**src/rtl/serial_addsub.sv**
```systemverilog
`default_nettype none
// ============================================================================
// Module      : serial_addsub
// Description : Digit-serial signed adder/subtractor. It computes
//               rd = rs + rt (op=0) or rd = rs - rt (op=1). The block
//               handles DIGIT bits per clock, LSB first, and uses a
//               start/busy/done handshake. Results are bit-exact with a
//               combinational two's-complement add/sub.
// Options     : SERIAL_ADDSUB_OVF_EN - when defined, ovf reports the signed
//               overflow of the last completed op. When undefined, ovf is
//               tied low and no overflow logic exists.
// Revision    : 1.0 - initial release
// ============================================================================
module serial_addsub #(
  parameter int WIDTH = 32,
  parameter int DIGIT = 1   // must divide WIDTH
) (
  input  logic             clk,
  input  logic             rst_n,
  input  logic             start,
  input  logic             op,
  input  logic [WIDTH-1:0] rs,
  input  logic [WIDTH-1:0] rt,
  output logic [WIDTH-1:0] rd,
  output logic             busy,
  output logic             done,
  output logic             ovf
);

  // Number of RUN cycles per operation.
  localparam int N     = WIDTH / DIGIT;
  localparam int CNT_W = (N > 1) ? $clog2(N) : 1;
  localparam logic [CNT_W-1:0] CNT_LAST = CNT_W'(N - 1);

  typedef enum logic [0:0] {
    IDLE = 1'b0,
    RUN  = 1'b1
  } state_t;

  state_t             state_q, state_d;
  logic [WIDTH-1:0]   a_sh_q,  a_sh_d;
  logic [WIDTH-1:0]   b_sh_q,  b_sh_d;
  logic [WIDTH-1:0]   r_sh_q,  r_sh_d;
  logic               carry_q, carry_d;
  logic [CNT_W-1:0]   cnt_q,   cnt_d;
  logic [WIDTH-1:0]   rd_q,    rd_d;
  logic               busy_q,  busy_d;
  logic               done_q,  done_d;

  // Sum of the current digit. The extra top bit is the digit carry-out.
  logic [DIGIT:0]     w_digit_sum;
  logic [WIDTH-1:0]   w_a_shr;
  logic [WIDTH-1:0]   w_b_shr;
  logic [WIDTH-1:0]   w_r_shin;
  logic               w_last;

  // Ripple-add one digit of each operand together with the running carry.
  assign w_digit_sum = (DIGIT+1)'(a_sh_q[DIGIT-1:0])
                     + (DIGIT+1)'(b_sh_q[DIGIT-1:0])
                     + (DIGIT+1)'(carry_q);

  assign w_last = (cnt_q == CNT_LAST);

  // Operand shift-down and result shift-in. The degenerate single-digit
  // case has no bits left to shift, so it needs its own wiring.
  generate
    if (DIGIT < WIDTH) begin : g_shift
      assign w_a_shr  = {{DIGIT{1'b0}}, a_sh_q[WIDTH-1:DIGIT]};
      assign w_b_shr  = {{DIGIT{1'b0}}, b_sh_q[WIDTH-1:DIGIT]};
      assign w_r_shin = {w_digit_sum[DIGIT-1:0], r_sh_q[WIDTH-1:DIGIT]};
    end else begin : g_single
      assign w_a_shr  = '0;
      assign w_b_shr  = '0;
      assign w_r_shin = w_digit_sum[DIGIT-1:0];
    end
  endgenerate

  // Next-state logic for the control FSM and the serial datapath.
  always_comb begin
    state_d = state_q;
    a_sh_d  = a_sh_q;
    b_sh_d  = b_sh_q;
    r_sh_d  = r_sh_q;
    carry_d = carry_q;
    cnt_d   = cnt_q;
    rd_d    = rd_q;
    busy_d  = busy_q;
    done_d  = 1'b0;

    case (state_q)
      IDLE: begin
        if (start) begin
          // Subtraction is a + ~b + 1: invert b and seed the carry with 1.
          a_sh_d  = rs;
          b_sh_d  = op ? ~rt : rt;
          carry_d = op;
          cnt_d   = '0;
          busy_d  = 1'b1;
          state_d = RUN;
        end
      end

      RUN: begin
        a_sh_d  = w_a_shr;
        b_sh_d  = w_b_shr;
        r_sh_d  = w_r_shin;
        carry_d = w_digit_sum[DIGIT];
        cnt_d   = cnt_q + CNT_W'(1);
        if (w_last) begin
          // Publish the finished word. The final carry-out is dropped.
          rd_d    = w_r_shin;
          done_d  = 1'b1;
          busy_d  = 1'b0;
          cnt_d   = '0;
          state_d = IDLE;
        end
      end

      default: begin
        state_d = IDLE;
        busy_d  = 1'b0;
      end
    endcase
  end

  // State and datapath registers. Reset aborts any op in flight.
  always_ff @(posedge clk or negedge rst_n) begin
    if (!rst_n) begin
      state_q <= IDLE;
      a_sh_q  <= '0;
      b_sh_q  <= '0;
      r_sh_q  <= '0;
      carry_q <= 1'b0;
      cnt_q   <= '0;
      rd_q    <= '0;
      busy_q  <= 1'b0;
      done_q  <= 1'b0;
    end else begin
      state_q <= state_d;
      a_sh_q  <= a_sh_d;
      b_sh_q  <= b_sh_d;
      r_sh_q  <= r_sh_d;
      carry_q <= carry_d;
      cnt_q   <= cnt_d;
      rd_q    <= rd_d;
      busy_q  <= busy_d;
      done_q  <= done_d;
    end
  end

  assign rd   = rd_q;
  assign busy = busy_q;
  assign done = done_q;

`ifdef SERIAL_ADDSUB_OVF_EN
  logic ovf_q, ovf_d;
  logic w_msb_cin;

  // The carry into the MSB is recovered from the MSB sum bit: s = a ^ b ^ cin.
  assign w_msb_cin = a_sh_q[DIGIT-1] ^ b_sh_q[DIGIT-1] ^ w_digit_sum[DIGIT-1];

  // Signed overflow is captured only on the completing edge, alongside rd.
  always_comb begin
    ovf_d = ovf_q;
    if ((state_q == RUN) && w_last) begin
      ovf_d = w_msb_cin ^ w_digit_sum[DIGIT];
    end
  end

  // Overflow flag register.
  always_ff @(posedge clk or negedge rst_n) begin
    if (!rst_n) begin
      ovf_q <= 1'b0;
    end else begin
      ovf_q <= ovf_d;
    end
  end

  assign ovf = ovf_q;
`else
  assign ovf = 1'b0;
`endif

endmodule
`default_nettype wire

```
**config.mk**
```make
export PLATFORM = sky130hd
export DESIGN_NAME = serial_addsub
export DESIGN_NICKNAME = d
export VERILOG_FILES = /design/src/rtl/serial_addsub.sv
export SDC_FILE = /design/constraint.sdc
export NUM_CORES = 1
export LEC_CHECK = 0
export BUFFER_PORTS_ARGS = -buffer_cell sky130_fd_sc_hd__clkbuf_2
export CELL_PAD_IN_SITES_DETAIL_PLACEMENT = 1
export CELL_PAD_IN_SITES_GLOBAL_PLACEMENT = 1
export CORE_UTILIZATION = 45
export DETAILED_ROUTE_END_ITERATION = 12
export PLACE_DENSITY = 0.87
export SLEW_MARGIN = 40
export SYNTH_ARGS = -nofsm -noshare
export SYNTH_HDL_FRONTEND = slang
export SYNTH_SLANG_ARGS = --single-unit
```
**constraint.sdc**
```tcl
create_clock -name clk -period 3.87 [get_ports clk]
set_input_delay 0.1935 -clock clk [delete_from_list [all_inputs] [get_ports clk]]
set_output_delay 0.1935 -clock clk [all_outputs]
set_load 0.01 [all_outputs]
```
Yosys cells after proc, flatten, opt, wreduce, memory -nomap -nowiden. Index checks and enable logic that the tools add are counted.

Register bits: 137. Output and inout port bits: 35. Word-level logic and storage cells: 37.

Add/subtract/negate cells: 3. Eq/ne operators: 3. Mux-type cells: 18. Bitwise gates (word level): 2. Reductions and logical operators: 2.

Operators with widths (count): one-hot mux 32 bit (2 select lines) (2); 2-to-1 mux 32 bit (3); inverter 32 bit (1); 2-to-1 mux 5 bit (2); one-hot mux 5 bit (2 select lines) (1); 2-to-1 mux 1 bit (7); one-hot mux 1 bit (2 select lines) (3); adder 5 x 1 -> 5 bit (second input constant) (1); equality test 5 bit (second input constant) (1); AND reduction 2 bit (2); adder 1 x 1 -> 2 bit (1); adder 2 x 1 -> 2 bit (1); inequality test 2 x 1 -> 1 bit (second input constant) (1); inequality test 2 bit (second input constant) (1); inverter 1 bit (1).

Depth between registers and ports, before layout.
Depth after elaboration: 4. Gate-level depth with buffers: 6. Gate-level depth less buffers: 6.

Worst setup path after synthesis. OpenSTA, ideal clock, no wires.

Path type: register to register. From: register cnt_q[0]. To: register rd_q[10], in the netlist rd[10]. Library setup time: 0.125 ns. Data arrival time: 1.554 ns. Data required time: 3.745 ns. Path slack: 2.191 ns. Cell stages (with the launch flop): 7. Clock period less this slack: 1.679 ns. Cell sequence: dfrtp_1 ha_1 and3_1 ha_1 nand2_4 buf_6 mux2_2.

Cells in the longest elaborated chain, start to end: 2.

Ends and longest elaborated chain: start: declaration (RTL line 45) `logic [CNT_W-1:0] cnt_q, cnt_d;`; start signal: assignment (RTL line 144) `cnt_q <= cnt_d;`; equality test 5 bit (RTL line 62) `assign w_last = (cnt_q == CNT_LAST);`; AND reduction 2 bit (no line); end signal: assignment (RTL line 145) `rd_q <= rd_d;`; end: declaration (RTL line 46) `logic [WIDTH-1:0] rd_q, rd_d;`.

Every way passes these cells. A chain may end at the register's enable or synchronous reset.

Worst setup path in the final report.
From: register state_q. To: register rd_q[31], in the netlist rd[31].

Cells in the longest elaborated chain, start to end: 1.

Ends and longest elaborated chain: start: declaration (RTL line 40) `state_t state_q, state_d;`; start signal: assignment (RTL line 139) `state_q <= state_d;`; AND reduction 2 bit (no line).

Every way passes these cells.

==> run summary <==
height of the die: 120 um
antenna violations before repair: 0
Post-synth EDFFs: 0
CP Data Arrival Time: 2380 ps
CTS H-tree lvls: 4
CTS root buf: clkbuf_16
share of layout cells above drive strength 1: 32.9%
first-pass GRT wire length: 22100 um
final period utilization: 54.0%
clock buffer depth: 2
top cell type by total area after synthesis: dfrtp_1
Ys Warns: 0
Clock Power Share: 31.0%
GRT Max-Usage Layer: met2
CTS tree: built
Leak: 3.77 nW
post-synthesis net count: 560
via-per-instance ratio: 5.08
final WL: 13000 um
synth unique cells: 28
Ports: 103
sequential power share: 44.3%
startpoint types: flop
post-synthesis average cell area: 12.7 sq um
Ant. Diodes: 0
worst vdd ir: 0.346 mV
Via Count: 3888
Rows: 42
top post-synthesis cells by area: dfrtp_1 (55%), mux2i_1 (10%), mux2_4 (7.5%)
Synth top cells by count: dfrtp_1 (136), nand2_1 (65), mux2i_1 (64)
core footprint: 0.0133 sq mm
top-count cell post-synth: dfrtp_1
placed cells: 733
power per cell area: 751 mW/mm^2
clock-pin transition on the worst setup and hold timing paths: 60 ps
FF+latch count, synth: 136
First DRT Iteration DRCs: 146
final hold slack: 45.1 ps
largest net degree at the start of global routing: 101
post-CTS setup buffers: 0
chip width: 120 um
RSZ-0062 raised after global routing: false
met3 GRT Util: 4.85%
status: complete, no violations
GPL Wtd Cong: 0.715
nets@finish: 649
internal power: 3.87 mW
Residual DRC: 0
Final Hold Viols: 0
M2 GR Usage: 34.4%
Skew-Pair Late Insertion Delay: 410 ps
GR Overflow Total: 0
Final Non-Filler Cells: 765
max cap viols: 0
Max Slew Vio Count: 0
Net Sw Frac: 29.6%
Routed Antenna Nets: 0
routed len/inst: 17.0 um
Final HPWL DP: 8540 um
Hold Path Class: input pin to flop
Initial Util: 46.6%
GR met1 Demand/Resource: 24.9%
Setup TNS: 0 ps
Tot GR Track Use: 20.2%
Seq/Total Area, Yosys: 54.7%
Area Growth Syn to Fin: 17.7%
Comb pwr share: 24.6%
number of global-route vias before repair: 4299
worst-path fanout max: 58
synthesized area: 0.00622 sq mm
WP data required: 4160 ps
Post-synth ARST share: 100%
Worst Tran Pin Value: 831 ps
total clock buffers created by CTS: 17
final number of setup-violating endpoints: 0
Mapped Cells: 488
fmax: 0.479 GHz
crit path kind: flop to flop
Worst setup EP type: flop
CTS sink cnt: 136
area share of the largest cell type after synthesis: 54.7%
Main synth FF type: dfrtp_1
headroom to the max-slew limit: 44.6%
Port Buf Inserts: 101
Final min period: 2090 ps
Switch Pwr: 1.63 mW
die area: 0.0143 sq mm
Clock Skews: 6.10 ps
TritonRoute pass-1 iters: 4
==> stage by stage <==
step	total power, mW	area (sq um)	worst slack (ps)	util (%)
6_report	5.50	7320	1780	54.8
5_1_grt	5.84	7320	1650	54.8
4_1_cts	5.58	7320	1750	54.8
3_5_place_dp	3.81	6690	1760	50.1
3_3_place_gp	3.64	6680	1860	50.0
2_1_floorplan	3.32	6220	2190	-
==> power by group through the flow <==
stage          sequential [mW]  combinational (mW)  clock [mW]
2_1_floorplan             2.33               0.998           0
3_3_place_gp              2.38                1.26           0
3_5_place_dp              2.45                1.36           0
4_1_cts                   2.45                1.39        1.75
5_1_grt                   2.52                1.52        1.81
6_report                  2.44                1.35        1.71
==> path summary, 6_finish.rpt <==
kind | start | endpoint | slack [ps] | cells past startpoint
worst max-delay path | state_q | rd[31] | 1780 | 3
worst min-delay path | rs[31] | a_sh_q[31] | 50 | 3
worst max register to register | state_q | rd[31] | 1780 | 3
worst min register to register | a_sh_q[30] | a_sh_q[29] | 490 | 2
max in group asynchronous | rst_n | a_sh_q[8] | 2490 | 3
min in group asynchronous | rst_n | r_sh_q[2] | 430 | 2
==> final cells by class <==
cell class / count / area, sq um
clock buffers: 24 / 482
inverters: 4 / 15.0
flip-flops and latches: 136 / 3410
fillers: 1400 / 6030
multi-input cells: 313 / 2500
well taps: 176 / 220
clock inverters: 7 / 141
repair buffers: 105 / 557
==> sequential cells by signal, summed over array words and instances, names as in the netlist <==
register,count
b_sh_q,32
r_sh_q,31
a_sh_q,32
rd,32
busy,1
done,1
state_q,1
carry_q,1
cnt_q,5
==> placed cells by master, fill, tap and decap left out, drive strengths merged <==
master,synthesis,routed
bufinv,0,4
dfrtp,136,136
o22ai,1,1
clkbuf,6,123
buf,29,5
nand2,66,66
a22o,1,1
clkinv,0,2
xnor2,3,3
xor2,31,31
nor2,6,6
ha,3,3
o21ai,65,65
mux2i,64,64
nand3,1,1
nand2b,3,3
conb,1,1
o32ai,2,2
mux2,63,63
and3,1,1
dlygate4sd3,0,1
a211oi,1,1
fa,1,1
inv,4,4
clkinvlp,0,1
==> repair_timing <==
action | 4_1_cts | 5_1_grt
resized for setup | 0 | 0
endpoints found under the hold margin | 99 | 0
hold buffers | 1 | 0
==> logic make-up (layout without fill, tap and decap cells) <==
family	count (synthesis)	after routing	synth area share [%]
flops	136	136	54.7
other cells	1	1	0.0603
compound gates	70	70	5.87
mux	127	127	23.6
simple gates	77	77	4.95
xor+xnor	34	34	4.79
fa+ha+maj	4	4	0.925
buf+inv	39	140	5.11
==> critical path, cell delays in order (launching register included) <==
cell     delay (ps)
dfrtp_4         930
nand2_4         450
inv_1           230
mux2_2          350
==> per-layer routing <==
layer / vias up / part of all wire, %
met1: 1954 / 44
met5: - / 0
li1: 1831 / -
met2: 86 / 51
met4: 0 / 1.7
met3: 17 / 3.8
(Power assumes the default switching activity.)
